## config.mk

```make
export PLATFORM = sky130hd
export DESIGN_NAME = cal_seq
export DESIGN_NICKNAME = d
export VERILOG_FILES = /design/src/rtl/ccb_pkg.sv /design/src/rtl/cal_dcnt.sv /design/src/rtl/cal_seq.sv
export SDC_FILE = /design/constraint.sdc
export NUM_CORES = 1
export LEC_CHECK = 0
export ABC_CLOCK_PERIOD_IN_PS = 1800
export BUFFER_PORTS_ARGS = -buffer_cell sky130_fd_sc_hd__buf_2
export CAP_MARGIN = 40
export CORE_ASPECT_RATIO = 0.7
export CORE_UTILIZATION = 30
export CTS_CLUSTER_DIAMETER = 40
export DETAILED_ROUTE_END_ITERATION = 16
export GPL_TIMING_DRIVEN = 0
export SLEW_MARGIN = 10
export SYNTH_ARGS = -nofsm -noshare
export SYNTH_HDL_FRONTEND = slang
export SYNTH_SLANG_ARGS = --single-unit
```

## constraint.sdc

```tcl
create_clock -name CLKCMS -period 1.8 [get_ports CLKCMS]
set_clock_uncertainty 0.2 [all_clocks]
set_input_delay 0.18 -clock CLKCMS [delete_from_list [all_inputs] [get_ports CLKCMS]]
set_output_delay 0.18 -clock CLKCMS [all_outputs]
set_load 0.02 [all_outputs]
```

## src/rtl/ccb_pkg.sv

```systemverilog
// Shared CCB constants: calibration sequencer state encoding, calibration type
// codes and the majority voters used by the triplicated registers.
package ccb_pkg;

    typedef enum logic [2:0] {
        IDLE    = 3'd0,
        WAITBC0 = 3'd1,
        PULSE   = 3'd2,
        DELAY   = 3'd3,
        TRIG    = 3'd4,
        HOLD    = 3'd5
    } cal_state_e;

    typedef enum logic [1:0] {
        INJ = 2'd0,
        PED = 2'd1,
        EXT = 2'd2
    } cal_type_e;

    function automatic logic [7:0] maj8(input logic [7:0] a, input logic [7:0] b,
                                        input logic [7:0] c);
        return (a & b) | (a & c) | (b & c);
    endfunction

    function automatic cal_state_e maj_st(input cal_state_e a, input cal_state_e b,
                                          input cal_state_e c);
        return cal_state_e'((a & b) | (a & c) | (b & c));
    endfunction

endpackage

```

## src/rtl/cal_dcnt.sv

```systemverilog
// 8-bit loadable down-counter that parks at zero; optionally triplicated with
// bitwise majority voting so a single upset cannot shorten a phase.
module cal_dcnt
    import ccb_pkg::*;
#(
    parameter int TMR = 0
) (
    input  logic       clk,
    input  logic       rst_n,
    input  logic       ld,
    input  logic [7:0] ld_val,
    output logic       zero
);

    logic [7:0] cnt_q;
    logic [7:0] cnt_d;

    always_comb begin
        cnt_d = cnt_q;
        if (ld) begin
            cnt_d = ld_val;
        end else if (cnt_q != 8'd0) begin
            cnt_d = cnt_q - 8'd1;
        end
    end

    generate
        if (TMR != 0) begin : g_tmr
            logic [7:0] cnt_r_q [3];
            always_ff @(posedge clk or negedge rst_n) begin
                if (!rst_n) begin
                    cnt_r_q[0] <= 8'd0;
                    cnt_r_q[1] <= 8'd0;
                    cnt_r_q[2] <= 8'd0;
                end else begin
                    cnt_r_q[0] <= cnt_d;
                    cnt_r_q[1] <= cnt_d;
                    cnt_r_q[2] <= cnt_d;
                end
            end
            assign cnt_q = maj8(cnt_r_q[0], cnt_r_q[1], cnt_r_q[2]);
        end else begin : g_one
            always_ff @(posedge clk or negedge rst_n) begin
                if (!rst_n) cnt_q <= 8'd0;
                else        cnt_q <= cnt_d;
            end
        end
    endgenerate

    assign zero = (cnt_q == 8'd0);

endmodule

```

## src/rtl/cal_seq.sv

```systemverilog
// Calibration sequencer: arbitrates TTC calibration requests, plays the
// pulse / delay / trigger / holdoff sequence and counts discarded requests.
module cal_seq
    import ccb_pkg::*;
#(
    parameter int TMR     = 0,
    parameter int PLS_W   = 4,
    parameter int HOLDOFF = 16
) (
    input  logic       CLKCMS,
    input  logic       RSTN,
    input  logic       START_TRG,
    input  logic       STOP_TRG,
    input  logic       L1ASRST,
    input  logic       BC0,
    input  logic [2:0] TTCCAL,
    input  logic       ALIGN_BC0,
    input  logic [7:0] CAL_DLY,
    output logic       RUN,
    output logic       BUSY,
    output logic       INJPLS,
    output logic       EXTPLS,
    output logic       CAL_L1A,
    output logic [7:0] DROP_CNT
);

    localparam logic [7:0] PLS_LD  = 8'(PLS_W - 1);
    localparam logic [7:0] HOLD_LD = 8'(HOLDOFF - 1);

    // Reset asserts immediately but releases two clocks later, on our edge.
    logic rst_meta_q, rst_sync_q, rst_n;
    always_ff @(posedge CLKCMS or negedge RSTN) begin
        if (!RSTN) begin
            rst_meta_q <= 1'b0;
            rst_sync_q <= 1'b0;
        end else begin
            rst_meta_q <= 1'b1;
            rst_sync_q <= rst_meta_q;
        end
    end
    assign rst_n = rst_sync_q;

    cal_state_e state_q, state_d;
    cal_type_e  typ_q, typ_d, pend_type_q, pend_type_d, win_type, go_type;
    logic [7:0] dly_q, dly_d, drop_q, drop_d, go_dly, cnt_ld_val;
    logic       run_q, run_d, pend_vld_q, pend_vld_d;
    logic       busy_q, busy_d, inj_q, inj_d, ext_q, ext_d, l1a_q, l1a_d;
    logic       req_vld, go, to_dly, cnt_ld, cnt_zero;
    logic [1:0] n_req, drop_add;
    logic [8:0] drop_sum;

    always_comb begin
        req_vld  = run_q && !L1ASRST && (TTCCAL != 3'b000);
        win_type = TTCCAL[0] ? INJ : (TTCCAL[1] ? PED : EXT);
        n_req    = {1'b0, TTCCAL[0]} + {1'b0, TTCCAL[1]} + {1'b0, TTCCAL[2]};
    end

    always_comb begin
        state_d     = state_q;
        typ_d       = typ_q;
        dly_d       = dly_q;
        pend_vld_d  = pend_vld_q;
        pend_type_d = pend_type_q;
        cnt_ld      = 1'b0;
        cnt_ld_val  = 8'd0;
        go          = 1'b0;
        to_dly      = 1'b0;
        go_type     = typ_q;
        go_dly      = dly_q;
        drop_add    = req_vld ? (n_req - 2'd1) : 2'd0;
        run_d       = STOP_TRG ? 1'b0 : (START_TRG ? 1'b1 : run_q);

        // A pending request always launches before a new one; the new one
        // then takes the freed slot.
        if (state_q == IDLE) begin
            if (pend_vld_q || req_vld) begin
                go_type    = pend_vld_q ? pend_type_q : win_type;
                go_dly     = CAL_DLY;
                typ_d      = go_type;
                dly_d      = CAL_DLY;
                pend_vld_d = pend_vld_q && req_vld;
                if (pend_vld_q && req_vld) pend_type_d = win_type;
                if (ALIGN_BC0 && !BC0) state_d = WAITBC0;
                else                   go = 1'b1;
            end
        end else if (req_vld) begin
            if (!pend_vld_q) begin
                pend_vld_d  = 1'b1;
                pend_type_d = win_type;
            end else begin
                drop_add = drop_add + 2'd1;
            end
        end

        case (state_q)
            WAITBC0: if (BC0) go = 1'b1;
            PULSE:   if (cnt_zero) to_dly = 1'b1;
            DELAY:   if (cnt_zero) state_d = TRIG;
            TRIG: begin
                state_d    = HOLD;
                cnt_ld     = 1'b1;
                cnt_ld_val = HOLD_LD;
            end
            HOLD:    if (cnt_zero) state_d = IDLE;
            default: ;
        endcase

        if (go) begin
            if (go_type == PED) begin
                to_dly = 1'b1;
            end else begin
                state_d    = PULSE;
                cnt_ld     = 1'b1;
                cnt_ld_val = PLS_LD;
            end
        end
        if (to_dly) begin
            if (go_dly == 8'd0) begin
                state_d = TRIG;
            end else begin
                state_d    = DELAY;
                cnt_ld     = 1'b1;
                cnt_ld_val = go_dly - 8'd1;
            end
        end

        if (STOP_TRG) pend_vld_d = 1'b0;
        if (L1ASRST) begin
            state_d    = IDLE;
            pend_vld_d = 1'b0;
        end

        drop_sum = {1'b0, drop_q} + {7'd0, drop_add};
        drop_d   = drop_sum[8] ? 8'hFF : drop_sum[7:0];

        // Outputs come straight from next-state so every one is a flop.
        busy_d = (state_d != IDLE) || pend_vld_d;
        inj_d  = (state_d == PULSE) && (typ_d == INJ);
        ext_d  = (state_d == PULSE) && (typ_d == EXT);
        l1a_d  = (state_d == TRIG);
    end

    generate
        if (TMR != 0) begin : g_st_tmr
            cal_state_e st_r_q [3];
            always_ff @(posedge CLKCMS or negedge rst_n) begin
                if (!rst_n) begin
                    st_r_q[0] <= IDLE;
                    st_r_q[1] <= IDLE;
                    st_r_q[2] <= IDLE;
                end else begin
                    st_r_q[0] <= state_d;
                    st_r_q[1] <= state_d;
                    st_r_q[2] <= state_d;
                end
            end
            assign state_q = maj_st(st_r_q[0], st_r_q[1], st_r_q[2]);
        end else begin : g_st_one
            always_ff @(posedge CLKCMS or negedge rst_n) begin
                if (!rst_n) state_q <= IDLE;
                else        state_q <= state_d;
            end
        end
    endgenerate

    always_ff @(posedge CLKCMS or negedge rst_n) begin
        if (!rst_n) begin
            typ_q       <= INJ;
            dly_q       <= 8'd0;
            pend_vld_q  <= 1'b0;
            pend_type_q <= INJ;
            drop_q      <= 8'd0;
            run_q       <= 1'b0;
            busy_q      <= 1'b0;
            inj_q       <= 1'b0;
            ext_q       <= 1'b0;
            l1a_q       <= 1'b0;
        end else begin
            typ_q       <= typ_d;
            dly_q       <= dly_d;
            pend_vld_q  <= pend_vld_d;
            pend_type_q <= pend_type_d;
            drop_q      <= drop_d;
            run_q       <= run_d;
            busy_q      <= busy_d;
            inj_q       <= inj_d;
            ext_q       <= ext_d;
            l1a_q       <= l1a_d;
        end
    end

    cal_dcnt #(.TMR(TMR)) u_dcnt (
        .clk    (CLKCMS),
        .rst_n  (rst_n),
        .ld     (cnt_ld),
        .ld_val (cnt_ld_val),
        .zero   (cnt_zero)
    );

    assign RUN      = run_q;
    assign BUSY     = busy_q;
    assign INJPLS   = inj_q;
    assign EXTPLS   = ext_q;
    assign CAL_L1A  = l1a_q;
    assign DROP_CNT = drop_q;

endmodule
```

==> key figures <==
GRT
  – Global Route Usage Sum: roughly 15%
  – Total grt overflow: 0
  – Largest net degree at the start of global routing: 31
  – First-pass GRT wire length: 9280 um
  – Number of global-route vias before repair: 1890
  – Initial antenna violation count: 0

Pwr
  – Static Leak: 1.551 nW
  – PD cells: between 1000 and 1500 nW/um^2
  – Overall power: 3.747 mW
  – Maximum vdd drop: 0.6848 mV

Layout
  – Final net count: 347
  – Fillers: ~680
  – Share of cells above drive strength 1: 40.50%
  – N_diodes: 0
  – Area Overhead vs Synth: 44.34%

Setup path
  – Setup crit end kind: flop
  – Crit Path Class: reg2reg
  – Crit-path max FO: 9
  – Startpoint Class: flop
  – Critical path's slowest cell: or4_4
  – Most used cell, CP: buf_8
  – RR Startpoint: pend_vld_q$_DFF_PN0_
  – FF-to-FF End: u_dcnt.cnt_q[1]$_DFFE_PN0P_
  – R2R cell count: 13
  – Reg2reg setup slack: -1240 ps
  – Critical Path RT: ~1800 ps
  – Crit path cell chain: or4_4 > o211ai_4 > buf_8 > buf_8 > mux2i_4 > ha_4 > nor3b_2 > nand2_1 > mux2i_2 > o21bai_4 > buf_6 > buf_12 > mux2i_1
  – WP data arrival: between 3000 and 4000 ps
  – Critical Path Max Stage Delay: 450 ps

Drt
  – DRC viols: 0
  – Drt wl/cell: about 14 um
  – Vias: 2009
  – Post-DR vias/cell: 4.795
  – Routed Antenna Nets: 0
  – DR pass1 iterations: 4
  – Post-Route WL: just under 6000 um
  – Initial DRC count: 83

Die
  – IO Pins: 31
  – Cell Rows: 26
  – Die H: 76.15 um
  – Die W: approximately 110 um
  – Die area: around 8200 sq um
  – Core area: about 7400 sq um
  – Starting Density: 31.63%

Timing
  – Fraction of the cycle the final worst path needs: 168.9%
  – Min cycle time layout: 3040 ps
  – Unrepaired setup endpoints after global routing: true
  – Headroom to the max-slew limit: 55.38%
  – Final hold violation count: 0
  – Fmax achieved: 328.9 MHz
  – Final setup fails: 32
  – Hold Slack: 16.52 ps
  – Setup ws final: -1240 ps
  – TNS Setup: -23110 ps
  – Max Transition Viols Final: 0
  – Worst-Margin Slew: 663.7 ps

Synthesis
  – Synth area leaders: dfrtp_1 (41%), xnor2_1 (5.6%), ha_1 (4.2%)
  – Yosys warning count: 0
  – Most used DFF post-synth: dfrtp_1
  – Post-synth cell types: 48
  – Synth area leader: dfrtp_1
  – Cells after Synth: 245
  – Synth Area per Inst: 9.616 sq um
  – Yosys reg bits: 39
  – Fraction of post-synthesis cell area in the top cell type by area: 41.42%
  – Mapped Area: 2356 sq um
  – Syn nets: 272
  – Post-synthesis sequential area ratio: 41.42%
  – Asr flop ratio synth: 100.0%
  – EDFF count, synth: 0
  – Most frequent cell after synthesis: dfrtp_1
  – Post-synth top cells: dfrtp_1 (39), nand2_1 (26), nor2_1 (21), xnor2_1 (15), xor2_1 (11)

Clock network
  – CTS tree: yes
  – Root Driver: clkbuf_8
  – # H-tree levels: 2
  – Reg clk slew, reported paths: approximately 90 ps
  – TritonCTS Buffers: 5
  – Longest Clk Path Bufs: 2
  – Clock Latency Late Sink: 300 ps
  – Sink Count: 39

Placement
  – Routability cong.: 0.7893
  – PortBufs: 29
  – DP HPWL: 3992 um

Job
  – Max Cap Violations: 0

Outcome
  – Status: finished with violations
  – Violated checks: setup timing

Hold path
  – Worst Hold Class: reg2async
registers in the layout (all words and copies together) (netlist names):
| signal | cells |
|---|---|
| dly_q | 8 |
| RUN | 1 |
| typ_q | 2 |
| pend_vld_q | 1 |
| state_q | 3 |
| DROP_CNT | 8 |
| CAL_L1A | 1 |
| BUSY | 1 |
| rst_n | 1 |
| INJPLS | 1 |
| rst_meta_q | 1 |
| EXTPLS | 1 |
| pend_type_q | 2 |
| u_dcnt.cnt_q | 8 |
per-layer routing:
metal	routed length [um]	vias up	part of all wire (%)	global-route usage [%]
li1	-	1013	-	-
met1	3011	958	52	22.40
met2	2475	32	43	20.00
met3	239	6	4.1	3.336
met4	59	0	1.0	4.110
met5	0	-	0	0
cell type report:
cell class	instances	area, sq um	share of cell area, %
multi-input combinational	188	1544	45.40
buffer	6	56.30	1.656
clock buffer	5	68.82	2.024
sequential	39	980.9	28.84
inverter	8	32.53	0.9566
clock inverter	3	47.55	1.398
timing repair buffer	72	548.0	16.11
tap	98	122.6	3.606
cell usage in the layout (no fill, tap or decap), types with 6 or more instances in the layout:
cell	instances
buf_2	32
buf_4	22
buf_6	7
dfrtp_1	35
dlygate4sd3_1	13
inv_1	6
nand2_1	25
nor2_1	20
nor2b_1	6
nor3_1	7
xnor2_1	13
xor2_1	11
worst max-delay path, delay by kind of cell, from the launching register on:
| kind | cells | cell delay [ps] |
|---|---|---|
| compound gates | 2 | 290 |
| fa+ha+maj | 1 | 160 |
| buf+inv | 4 | 550 |
| flops | 1 | 420 |
| mux | 3 | 660 |
| simple gates | 3 | 690 |
per-stage QoR:
| stage | std cells | worst slack [ps] | util [%] | cell area (sq um) |
|---|---|---|---|---|
| 3_3_place_gp | 372 | -1564 | 36.48 | 2718 |
| 3_5_place_dp | 373 | -1629 | 36.77 | 2739 |
| 5_1_grt | 419 | -1379 | 45.65 | 3401 |
| 2_1_floorplan | 245 | -1147 | - | 2450 |
| 4_1_cts | 406 | -1252 | 42.86 | 3193 |
| 6_report | 419 | -1240 | 45.65 | 3401 |
timing repair:
item,4_1_cts,5_1_grt
endpoints found under the hold margin,20,0
gates cloned,0,0
hold buffers,13,0
pin swaps,7,6
setup buffers,18,13
setup endpoints to repair,32,35
resized for setup,25,26
kinds of logic after synthesis:
group | count (synthesis) | share of synthesized area (%)
AO/OA/AOI/OAI | 42 | 13.17
XOR/XNOR | 26 | 9.665
adder cells (fa/ha/maj) | 9 | 5.098
buffers and inverters | 18 | 3.186
flip-flops | 39 | 41.42
multiplexers | 14 | 6.373
other | 1 | 0.1592
AND/OR/NAND/NOR | 96 | 20.92
power by group:
| part | internal (mW) | total, mW | switching, mW | leakage (nW) |
|---|---|---|---|---|
| registers | 1.12 | 1.40 | 0.276 | 0.485 |
| clock network | 0.420 | 0.771 | 0.351 | 0.0587 |
| logic | 0.835 | 1.58 | 0.745 | 1.01 |
how the worst max path moves through the flow:
stage | start | end | slack, ps | cells after the start
floorplan | pend_vld_q$_DFF_PN0_ | BUSY$_DFF_PN0_ | -1150 | 12
global placement | TTCCAL[1] | u_dcnt.cnt_q[2]$_DFFE_PN0P_ | -1560 | 14
detailed placement | TTCCAL[1] | u_dcnt.cnt_q[2]$_DFFE_PN0P_ | -1630 | 14
CTS | pend_vld_q$_DFF_PN0_ | BUSY$_DFF_PN0_ | -1250 | 12
global route | pend_vld_q$_DFF_PN0_ | u_dcnt.cnt_q[2]$_DFFE_PN0P_ | -1380 | 13
finish | pend_vld_q$_DFF_PN0_ | u_dcnt.cnt_q[1]$_DFFE_PN0P_ | -1240 | 13
Power figures use the tool's default switching activity.
